<file path="config.mk">
export PLATFORM = sky130hd
export DESIGN_NAME = clint_mh_flat
export DESIGN_NICKNAME = d
export VERILOG_FILES = /design/src/rtl/clint_mh_pkg.sv /design/src/rtl/clint_mh_if.sv /design/src/rtl/clint_mh_timer.sv /design/src/rtl/clint_mh.sv /design/src/flat_wrapper.sv
export SDC_FILE = /design/constraint.sdc
export NUM_CORES = 1
export LEC_CHECK = 0
export CAP_MARGIN = 20
export CORE_MARGIN = 2
export CORE_UTILIZATION = 50
export CTS_BUF_LIST = sky130_fd_sc_hd__clkbuf_16
export DETAILED_ROUTE_END_ITERATION = 8
export GPL_ROUTABILITY_DRIVEN = 0
export HOLD_SLACK_MARGIN = 0.08
export PLACE_DENSITY = 0.7
export SETUP_SLACK_MARGIN = 0.3
export SYNTH_ARGS = -nofsm -noshare
export SYNTH_HDL_FRONTEND = slang
export SYNTH_SLANG_ARGS = --single-unit
export TNS_END_PERCENT = 10
</file>
<file path="constraint.sdc">
create_clock -name clk -period 5.8 [get_ports clk]
set_input_delay 1.16 -clock clk [delete_from_list [all_inputs] [get_ports clk]]
set_output_delay 1.16 -clock clk [all_outputs]
set_load 0.1 [all_outputs]
</file>
<file path="src/rtl/clint_mh_pkg.sv">
// -----------------------------------------------------------------------------
// clint_mh_pkg
// Shared definitions for the multi-hart CLINT: access FSM states, register
// offsets within the 48 KiB window, and a byte-lane merge helper used by every
// writable register.
// -----------------------------------------------------------------------------
package clint_mh_pkg;

  typedef enum logic [1:0] {
    S_IDLE   = 2'd0,
    S_ACCESS = 2'd1,
    S_DONE   = 2'd2
  } state_e;

  localparam logic [15:0] MSIP_OFF     = 16'h0000;
  localparam logic [15:0] MTIMECMP_OFF = 16'h4000;
  localparam logic [15:0] MTIME_LO_OFF = 16'hBFF8;
  localparam logic [15:0] MTIME_HI_OFF = 16'hBFFC;
  localparam logic [31:0] WINDOW_SIZE  = 32'h0000_C000;

  // Replace the bytes of old_val whose enable bit is set with those of new_val.
  function automatic logic [31:0] merge_bytes(input logic [31:0] old_val,
                                              input logic [31:0] new_val,
                                              input logic [3:0]  be);
    logic [31:0] result;
    for (int b = 0; b < 4; b++) begin
      result[8*b +: 8] = be[b] ? new_val[8*b +: 8] : old_val[8*b +: 8];
    end
    return result;
  endfunction

endpackage

</file>
<file path="src/rtl/clint_mh_if.sv">
// -----------------------------------------------------------------------------
// clint_mh_if
// CPU data-port bus as seen by the CLINT. memReady follows the memory
// controller convention: 1 = idle/complete, 0 = access in progress.
//   addr, wdata, ren, wen, byte_select : CPU -> CLINT
//   rdata, memReady                    : CLINT -> CPU
// -----------------------------------------------------------------------------
interface clint_mh_if;
  logic [31:0] addr;
  logic [31:0] wdata;
  logic        ren;
  logic        wen;
  logic [3:0]  byte_select;
  logic [31:0] rdata;
  logic        memReady;

  modport master (output addr, wdata, ren, wen, byte_select,
                  input  rdata, memReady);
  modport slave  (input  addr, wdata, ren, wen, byte_select,
                  output rdata, memReady);
endinterface

</file>
<file path="src/rtl/clint_mh_timer.sv">
// -----------------------------------------------------------------------------
// clint_mh_timer
// 64-bit mtime counter with a PRESCALE-clock prescaler and debug freeze.
//   clk, reset        : clock, asynchronous active-low reset
//   i_halt            : freeze mtime and prescaler while 1
//   i_wr_lo / i_wr_hi : commit a CPU write to the low / high word
//   i_wdata, i_be     : write data and byte-lane enables
//   o_mtime           : current mtime value
// A word write wins over a coincident increment of that word, and the carry
// into the other word is dropped for that cycle.
// -----------------------------------------------------------------------------
module clint_mh_timer
  import clint_mh_pkg::*;
#(
  parameter int PRESCALE = 1
) (
  input  logic        clk,
  input  logic        reset,
  input  logic        i_halt,
  input  logic        i_wr_lo,
  input  logic        i_wr_hi,
  input  logic [31:0] i_wdata,
  input  logic [3:0]  i_be,
  output logic [63:0] o_mtime
);

  localparam logic [15:0] LAST = 16'(PRESCALE - 1);

  logic [15:0] r_count;
  logic [15:0] w_count_nxt;
  logic [63:0] r_mtime;
  logic [63:0] w_inc;
  logic [31:0] w_lo_nxt;
  logic [31:0] w_hi_nxt;
  logic        w_tick;

  // NOTE: every variable gets a default at the top of always_comb so no path
  // leaves it unassigned, which would otherwise infer a latch.
  always_comb begin
    w_tick      = !i_halt && (r_count == LAST);
    w_count_nxt = r_count;
    if (!i_halt) begin
      w_count_nxt = w_tick ? 16'd0 : r_count + 16'd1;
    end
    w_inc    = r_mtime + {63'd0, w_tick};
    w_lo_nxt = w_inc[31:0];
    w_hi_nxt = w_inc[63:32];
    if (i_wr_lo) begin
      w_lo_nxt = merge_bytes(r_mtime[31:0], i_wdata, i_be);
      w_hi_nxt = r_mtime[63:32];
    end else if (i_wr_hi) begin
      w_hi_nxt = merge_bytes(r_mtime[63:32], i_wdata, i_be);
      w_lo_nxt = r_mtime[31:0] + {31'd0, w_tick};
    end
  end

  // NOTE: sequential state uses non-blocking assignments so every flop samples
  // the pre-edge values regardless of statement order.
  always_ff @(posedge clk or negedge reset) begin
    if (!reset) begin
      r_count <= '0;
      r_mtime <= '0;
    end else begin
      r_count <= w_count_nxt;
      r_mtime <= {w_hi_nxt, w_lo_nxt};
    end
  end

  assign o_mtime = r_mtime;

endmodule

</file>
<file path="src/rtl/clint_mh.sv">
// -----------------------------------------------------------------------------
// clint_mh
// Multi-hart core-local interruptor on the CPU data port. Claims
// BASE_ADDR..BASE_ADDR+0xBFFF and provides per-hart msip and mtimecmp plus a
// shared mtime.
//   clk, reset          : clock, asynchronous active-low reset
//   bus                 : data-port slave (addr/wdata/ren/wen/byte_select in,
//                         rdata/memReady out)
//   halt                : debug freeze of mtime
//   software_interrupt  : msip[h] bit 0, one bit per hart
//   timer_interrupt     : registered mtime >= mtimecmp[h], one bit per hart
// Access sequence: IDLE (capture) -> ACCESS (commit/read) -> DONE (data valid).
// -----------------------------------------------------------------------------
module clint_mh
  import clint_mh_pkg::*;
#(
  parameter int          NUM_HARTS = 1,
  parameter logic [31:0] BASE_ADDR = 32'h0200_0000,
  parameter int          PRESCALE  = 1
) (
  input  logic                 clk,
  input  logic                 reset,
  clint_mh_if.slave            bus,
  input  logic                 halt,
  output logic [NUM_HARTS-1:0] software_interrupt,
  output logic [NUM_HARTS-1:0] timer_interrupt
);

  state_e               r_state, w_state_nxt;
  logic [31:0]          w_offset;
  logic                 w_hit;
  logic [13:0]          r_woff;          // captured word offset within window
  logic [31:0]          r_wdata;
  logic [3:0]           r_be;
  logic                 r_wen;
  logic [31:0]          r_rdata;
  logic [31:0]          w_rdata_nxt;
  logic [NUM_HARTS-1:0] r_msip;
  logic [NUM_HARTS-1:0] r_tip;
  logic [63:0]          r_mtimecmp [NUM_HARTS];
  logic [NUM_HARTS-1:0] w_msip_sel;
  logic [NUM_HARTS-1:0] w_cmp_sel;
  logic                 w_is_msip, w_is_cmp, w_is_mtime_lo, w_is_mtime_hi;
  logic                 w_commit;
  logic [63:0]          w_mtime;

  // Unsigned subtraction wraps addresses below BASE_ADDR to large values, so a
  // single compare covers both window edges.
  assign w_offset = bus.addr - BASE_ADDR;
  assign w_hit    = (bus.ren | bus.wen) && (w_offset < WINDOW_SIZE);

  assign w_is_msip     = {r_woff[13:12], 14'd0} == MSIP_OFF;
  assign w_is_cmp      = {r_woff[13:12], 14'd0} == MTIMECMP_OFF;
  assign w_is_mtime_lo = {r_woff, 2'b00} == MTIME_LO_OFF;
  assign w_is_mtime_hi = {r_woff, 2'b00} == MTIME_HI_OFF;
  assign w_commit      = (r_state == S_ACCESS) && r_wen;

  // Only implemented harts can match, so offsets for h >= NUM_HARTS fall
  // through to the read-zero / write-ignore default.
  always_comb begin
    w_msip_sel = '0;
    w_cmp_sel  = '0;
    for (int h = 0; h < NUM_HARTS; h++) begin
      w_msip_sel[h] = w_is_msip && (r_woff[11:0] == 12'(h));
      w_cmp_sel[h]  = w_is_cmp  && (r_woff[11:1] == 11'(h));
    end
  end

  always_comb begin
    w_rdata_nxt = '0;
    if (w_is_mtime_lo) w_rdata_nxt = w_mtime[31:0];
    if (w_is_mtime_hi) w_rdata_nxt = w_mtime[63:32];
    for (int h = 0; h < NUM_HARTS; h++) begin
      if (w_msip_sel[h]) w_rdata_nxt = {31'd0, r_msip[h]};
      if (w_cmp_sel[h])  w_rdata_nxt = r_woff[0] ? r_mtimecmp[h][63:32]
                                                 : r_mtimecmp[h][31:0];
    end
  end

  always_comb begin
    w_state_nxt = r_state;
    case (r_state)
      S_IDLE:   if (w_hit) w_state_nxt = S_ACCESS;
      S_ACCESS: w_state_nxt = S_DONE;
      S_DONE:   w_state_nxt = S_IDLE;
      default:  w_state_nxt = S_IDLE;
    endcase
  end

  always_ff @(posedge clk or negedge reset) begin
    if (!reset) r_state <= S_IDLE;
    else        r_state <= w_state_nxt;
  end

  always_ff @(posedge clk or negedge reset) begin
    if (!reset) begin
      r_woff  <= '0;
      r_wdata <= '0;
      r_be    <= '0;
      r_wen   <= 1'b0;
    end else if (r_state == S_IDLE && w_hit) begin
      r_woff  <= w_offset[15:2];
      r_wdata <= bus.wdata;
      r_be    <= bus.byte_select;
      r_wen   <= bus.wen;          // ren together with wen is a write
    end
  end

  always_ff @(posedge clk or negedge reset) begin
    if (!reset) begin
      r_rdata <= '0;
    end else if (r_state == S_ACCESS && !r_wen) begin
      r_rdata <= w_rdata_nxt;
    end
  end

  // NOTE: the per-hart register arrays are built from resettable flops, not
  // RAM, because mtimecmp must come out of reset as all-ones so no timer
  // interrupt fires before software programs it.
  always_ff @(posedge clk or negedge reset) begin
    if (!reset) begin
      r_msip <= '0;
      r_tip  <= '0;
      for (int h = 0; h < NUM_HARTS; h++) r_mtimecmp[h] <= '1;
    end else begin
      for (int h = 0; h < NUM_HARTS; h++) begin
        if (w_commit && w_msip_sel[h] && r_be[0]) r_msip[h] <= r_wdata[0];
        if (w_commit && w_cmp_sel[h]) begin
          if (r_woff[0])
            r_mtimecmp[h][63:32] <= merge_bytes(r_mtimecmp[h][63:32], r_wdata, r_be);
          else
            r_mtimecmp[h][31:0]  <= merge_bytes(r_mtimecmp[h][31:0], r_wdata, r_be);
        end
        r_tip[h] <= (w_mtime >= r_mtimecmp[h]);
      end
    end
  end

  clint_mh_timer #(.PRESCALE(PRESCALE)) u_timer (
    .clk     (clk),
    .reset   (reset),
    .i_halt  (halt),
    .i_wr_lo (w_commit && w_is_mtime_lo),
    .i_wr_hi (w_commit && w_is_mtime_hi),
    .i_wdata (r_wdata),
    .i_be    (r_be),
    .o_mtime (w_mtime)
  );

  assign bus.memReady        = (r_state != S_ACCESS);
  assign bus.rdata           = r_rdata;
  assign software_interrupt  = r_msip;
  assign timer_interrupt     = r_tip;

endmodule

</file>
<file path="src/flat_wrapper.sv">
// flat-port wrapper written by rule: the top's interface ports become plain ports
module clint_mh_flat import clint_mh_pkg::*;
#(
  parameter int          NUM_HARTS = 1,
  parameter logic [31:0] BASE_ADDR = 32'h0200_0000,
  parameter int          PRESCALE  = 1
)
  (clk, reset, halt, software_interrupt, timer_interrupt, bus_addr, bus_wdata, bus_ren, bus_wen, bus_byte_select, bus_rdata, bus_memReady);
  clint_mh_if bus_i ();
  input  logic clk;
  input  logic reset;
  input  logic halt;
  output logic [NUM_HARTS-1:0] software_interrupt;
  output logic [NUM_HARTS-1:0] timer_interrupt;
  input wire logic [$bits(bus_i.addr)-1:0] bus_addr;
  input wire logic [$bits(bus_i.wdata)-1:0] bus_wdata;
  input wire logic [$bits(bus_i.ren)-1:0] bus_ren;
  input wire logic [$bits(bus_i.wen)-1:0] bus_wen;
  input wire logic [$bits(bus_i.byte_select)-1:0] bus_byte_select;
  output wire logic [$bits(bus_i.rdata)-1:0] bus_rdata;
  output wire logic [$bits(bus_i.memReady)-1:0] bus_memReady;
  assign bus_i.addr = bus_addr;
  assign bus_i.wdata = bus_wdata;
  assign bus_i.ren = bus_ren;
  assign bus_i.wen = bus_wen;
  assign bus_i.byte_select = bus_byte_select;
  assign bus_rdata = bus_i.rdata;
  assign bus_memReady = bus_i.memReady;
  clint_mh #(.NUM_HARTS(NUM_HARTS), .BASE_ADDR(BASE_ADDR), .PRESCALE(PRESCALE)) u_core (.clk(clk), .reset(reset), .bus(bus_i), .halt(halt), .software_interrupt(software_interrupt), .timer_interrupt(timer_interrupt));
endmodule
</file>
# --- Word level (Yosys, flattened, before mapping) ---
# Index checks and enable logic that the tools add are counted.
word_totals:
  register_bits: 231
  out_inout_bits: 35
op_classes:
  addsub: 4
  magnitude_cmp: 2
  n_eq_ne: 14
  mux: 15
  bitwise_logic: 3
  n_reduce_logical: 31
ops:
  columns: ["operator", "n"]
  rows:
  - ["32-bit 2-to-1 mux", 8]
  - ["64-bit by 1-bit adder with 64-bit output", 1]
  - ["64-bit greater-or-equal comparator", 1]
  - ["32-bit by 1-bit adder with 32-bit output", 1]
  - ["32-bit by 16-bit less-than comparator with 1-bit output (second input constant)", 1]
  - ["8-bit 2-to-1 mux", 4]
  - ["32-bit by 26-bit subtractor with 32-bit output (second input constant)", 1]
  - ["14-bit equality test (second input constant)", 2]
  - ["3-bit AND reduction", 8]
  - ["2-bit by 1-bit inequality test with 1-bit output (second input constant)", 10]
  - ["16-bit by 1-bit adder with 16-bit output (second input constant)", 1]
  - ["16-bit zero test", 1]
  - ["16-bit 2-to-1 mux", 1]
  - ["1-bit logical AND", 12]
  - ["12-bit zero test", 1]
  - ["11-bit zero test", 1]
  - ["2-bit AND reduction", 4]
  - ["2-bit by 1-bit equality test with 1-bit output (second input constant)", 2]
  - ["2-bit zero test", 2]
  - ["2-bit one-hot mux with 2 select lines", 1]
  - ["1-bit zero test", 2]
  - ["2-bit 2-to-1 mux", 1]
  - ["1-bit inverter", 2]
  - ["1-bit bitwise OR", 1]

# --- Depth between registers and ports, before layout ---
logic_depth:
  word_depth: 5
  ltp_mapped: 15

# --- Hierarchy ---
# Synthesis repeated with hierarchy kept, for this count alone.
hier_totals:
  cells_unflattened: 1372
  area_unflattened_um2: 13349.1
by_module_without_submodules:
  columns: ["module", "instances", "cells_per_inst", "area_per_inst_um2", "seq_area_each_um2"]
  rows:
  - ["clint_mh", 1, 762, 8165.3, 3858.7]
  - ["clint_mh_timer", 1, 610, 5183.7, 2001.9]

# --- Worst setup path after synthesis ---
# OpenSTA, ideal clock, no wires.
synth_path:
  kind: "in2reg"
  start: "input halt"
  end: "register u_core.u_timer.r_mtime[46] (netlist: u_core.u_timer.o_mtime[46])"
  setup_ns: 0.083
  t_arrival_ns: 3.405
  required_ns: 5.717
  slack_ns: 2.313
  cell_stages: 11
  n_path_buf: 1
  path_cell_list: "nor4_1 > and4_1 > ha_1 > ha_1 > and4_1 > buf_2 > nand3_1 > nor4_2 > a41oi_1 > a41o_1 > o21ai_0"
synth_between:
  elab_chain_cells: 4
synth_lines:
  columns: ["item", "line", "text"]
  rows:
  - ["start: declaration", "flat_wrapper.sv:12", "input logic halt;"]
  - ["1-bit zero test", "clint_mh_timer.sv:40", "w_tick = !i_halt && (r_count == LAST);"]
  - ["1-bit logical AND", "clint_mh_timer.sv:40", null]
  - ["64-bit by 1-bit adder with 64-bit output", "clint_mh_timer.sv:45", "w_inc = r_mtime + {63'd0, w_tick};"]
  - ["32-bit 2-to-1 mux", "clint_mh_timer.sv:51", "end else if (i_wr_hi) begin"]
  - ["end signal: assignment", "clint_mh_timer.sv:65", "r_mtime <= {w_hi_nxt, w_lo_nxt};"]
  - ["end: declaration", "clint_mh_timer.sv:31", "logic [63:0] r_mtime;"]
# Every way passes these cells.
# A chain may end at the register's enable or synchronous reset.

# --- Worst setup path after layout ---
# Same ends and word-level chain as after synthesis.

==> run_results.csv <==
group,metric,value,unit
sta,worstMarginPinSlew,1010,ps
clock_tree,clk_pin_slew,60,ps
sta,finalCritPeriodShare,0.750,
global_route,grt_pass1_vias,10800,
route,routed_wl,35700,um
clock_tree,cts_tree,"yes",
route,wire_per_inst,19.9,um
floorplan,start_util,0.505,
floorplan,pin_count,108,
floorplan,die_h,166,um
finish,final_nets,1580,
sta,whs,493,ps
yosys,synth-edff-count,0,
yosys,synth_top_area_share,0.319,
worst_setup_path,path_max_fanout,7,
finish,drive_above_1_share,0.148,
yosys,yosys_warnings,0,
floorplan,die_area,0.0275,mm^2
yosys,yosysUniqueCellTypes,70,
yosys,yosys_most_used_dff,"dfrtp_1",
clock_tree,clk_path_buf_depth,3,
floorplan,rows,59,
yosys,syn-num-nets,1499,
global_route,grt_pass1_wl,58300,um
clock_tree,clkSinkCount,231,
route,post-route-drc-count,0,
finish,synthToLayoutAreaGrowth,16.3,%
worst_setup_path,start_kind,"input port",
route,drt-initial-drc-count,1068,
place,post-dp-hpwl,25000,um
yosys,syn_avg_cell_area,9.64,um^2
sta,fmax,230,MHz
power,total_power,3.47,mW
place,port_buffers,105,
yosys,synthCells,1357,
yosys,yosysTopAreaCell,"dfrtp_1",
sta,relSlewSlack,0.323,
clock_tree,cts_resized,0,
sta,fin_tns_setup,0,ps
yosys,synth_area,0.0131,mm^2
power,leakage,6.52,nW
worst_setup_path,critical_path_class,"in2reg",
yosys,synth_async_sr_flop_share,1.00,
yosys,yosys-top-cells-count,"167 x dfrtp_1, 128 x nor2_1, 113 x nand2_1",
run,cap_violations,0,
finish,n_antenna_cell,0,
route,viasPerCell,6.18,
floorplan,die_w,166,um
sta,fin_skew,17.2,ps
worst_setup_path,cp.arrival,4810,ps
power,ir_worst_vdd,0.210,mV
floorplan,coreArea,0.0259,mm^2
sta,rsz0062_at_grt,"false",
sta,setup_viol_count_final,0,
sta,finalMaxSlewViolations,0,
global_route,grt_antenna_before_repair,0,
route,drtPass1Iterations,5,
route,num_vias,11100,
clock_tree,cts_inserted_buffers,26,
clock_tree,post-cts-setup-buffers,0,
clock_tree,ctsRootBufferMaster,"clkbuf_16",
sta,final_hold_viol_count,0,
yosys,ys_ff_latch,231,
global_route,grt_max_degree,128,
worst_setup_path,required,6260,ps
route,final_antenna_net_count,0,
clock_tree,clk_latency,540,ps
clock_tree,holdBufCountCts,0,
sta,fin_crit,4350,ps
power,powerDensity,228,mW/mm^2
global_route,grt_usage,0.258,
finish,fill_cells,2239,
yosys,ys_seq_area_frac,0.448,
global_route,gr-total-overflow,0,
worst_hold_path,min-delay-path-class,"reg2reg",
yosys,synth_most_common_cell,"dfrtp_1",
yosys,synthTopCellsByArea,"dfrtp_1 32%, dfstp_2 13%, mux2_2 7.1%",
worst_setup_path,worstSetupEndpointType,"flop",
outcome,run_status,"finished clean",
clock_tree,htree_levels,1,
[layout by cell type (no fill, tap or decap), drive strengths merged, types with 9 or more instances in the layout]
master         count
a21oi            104
dfstp             64
mux2              83
o21ai             69
a211o             11
and4              14
o22ai             15
a31oi             10
a221oi            32
xnor2             12
nor2             129
nand2            113
nor3              28
clkdlybuf4s50    104
buf               13
clkbuf            27
and3              17
dfrtp            167
a21o               9
inv               90
clkinv            14
mux2i             39
nand3             59
nand4             40
nor4              16
ha                69
[final timing paths]
kind	endpoint	cells past startpoint	startpoint	slack (ps)
worst min-delay path	u_core.u_timer.r_count[15]$_DFFE_PN0N_	1	u_core.u_timer.r_count[15]$_DFFE_PN0N_	490
max in group asynchronous	u_core.u_timer.o_mtime[43]$_DFFE_PN0P_	2	reset	3980
min in group asynchronous	u_core.r_wdata[25]$_DFFE_PN0P_	1	reset	630
worst max-delay path	u_core.u_timer.o_mtime[46]$_DFFE_PN0P_	11	halt	1450
worst max register to register	u_core.u_timer.o_mtime[46]$_DFFE_PN0P_	12	u_core.u_timer.r_count[0]$_DFFE_PN0N_	1920
worst min register to register	u_core.u_timer.r_count[15]$_DFFE_PN0N_	1	u_core.u_timer.r_count[15]$_DFFE_PN0N_	490
[power by group]
group / switching, mW / internal [mW] / leakage, nW / total [mW]
Combinational: 0.109 / 0.115 / 3.29 / 0.223
Clock: 0.657 / 0.877 / 0.403 / 1.53
Sequential: 0.0563 / 1.65 / 2.83 / 1.71
Total: 0.822 / 2.64 / 6.52 / 3.47
[critical path, cell delays in order]
cell             delay, ps
clkdlybuf4s50_1        510
nor4_1                 200
and4_1                 300
ha_1                   220
ha_1                   220
and4_1                 370
nand3_1                270
nor4_2                 890
a41oi_1                260
a41o_1                 260
o21ai_0                140
[layer usage]
layer,wire length [um],GRT usage,part of all wire
met2,16000,0.400,0.45
met3,2900,0.0465,0.081
met1,15700,0.368,0.44
met4,1140,0.0854,0.032
met5,0,0,0
[cells by family after synthesis]
group / share of synthesized area
XOR/XNOR: 0.0107
flip-flops: 0.448
AND/OR/NAND/NOR: 0.168
adder cells (fa/ha/maj): 0.0660
buffers and inverters: 0.0447
multiplexers: 0.101
AO/OA/AOI/OAI: 0.161
[registers in the layout, summed over array words and instances, names as in the netlist, 2 cells and up]
register	flops
u_core.bus.rdata	32
u_core.u_timer.o_mtime	64
u_core.r_state	2
u_core.r_woff	14
u_core.r_wdata	32
u_core.r_be	4
u_core.u_timer.r_count	16
u_core.r_mtimecmp	64
[area by class of cell]
cell class                      count  area [um^2]  share of cell area
Multi-Input combinational cell    977         6670               0.438
Sequential cell                   231         5860               0.385
Timing Repair Buffer              117         1160              0.0761
Inverter                           85          319              0.0210
Clock inverter                     21          113             0.00740
Clock buffer                       27          676              0.0444
Tap cell                          335          419              0.0275
[stage by stage]
stage          setup WS, ps  cell area [um^2]   util  cells
2_1_floorplan          2310             13100      -   1357
3_3_place_gp           1170             14400  0.557   1745
3_5_place_dp           1110             14400  0.557   1745
4_1_cts                1560             15200  0.587   1793
5_1_grt                1120             15200  0.587   1793
6_report               1450             15200  0.587   1793
Power figures use the tool's default switching activity.
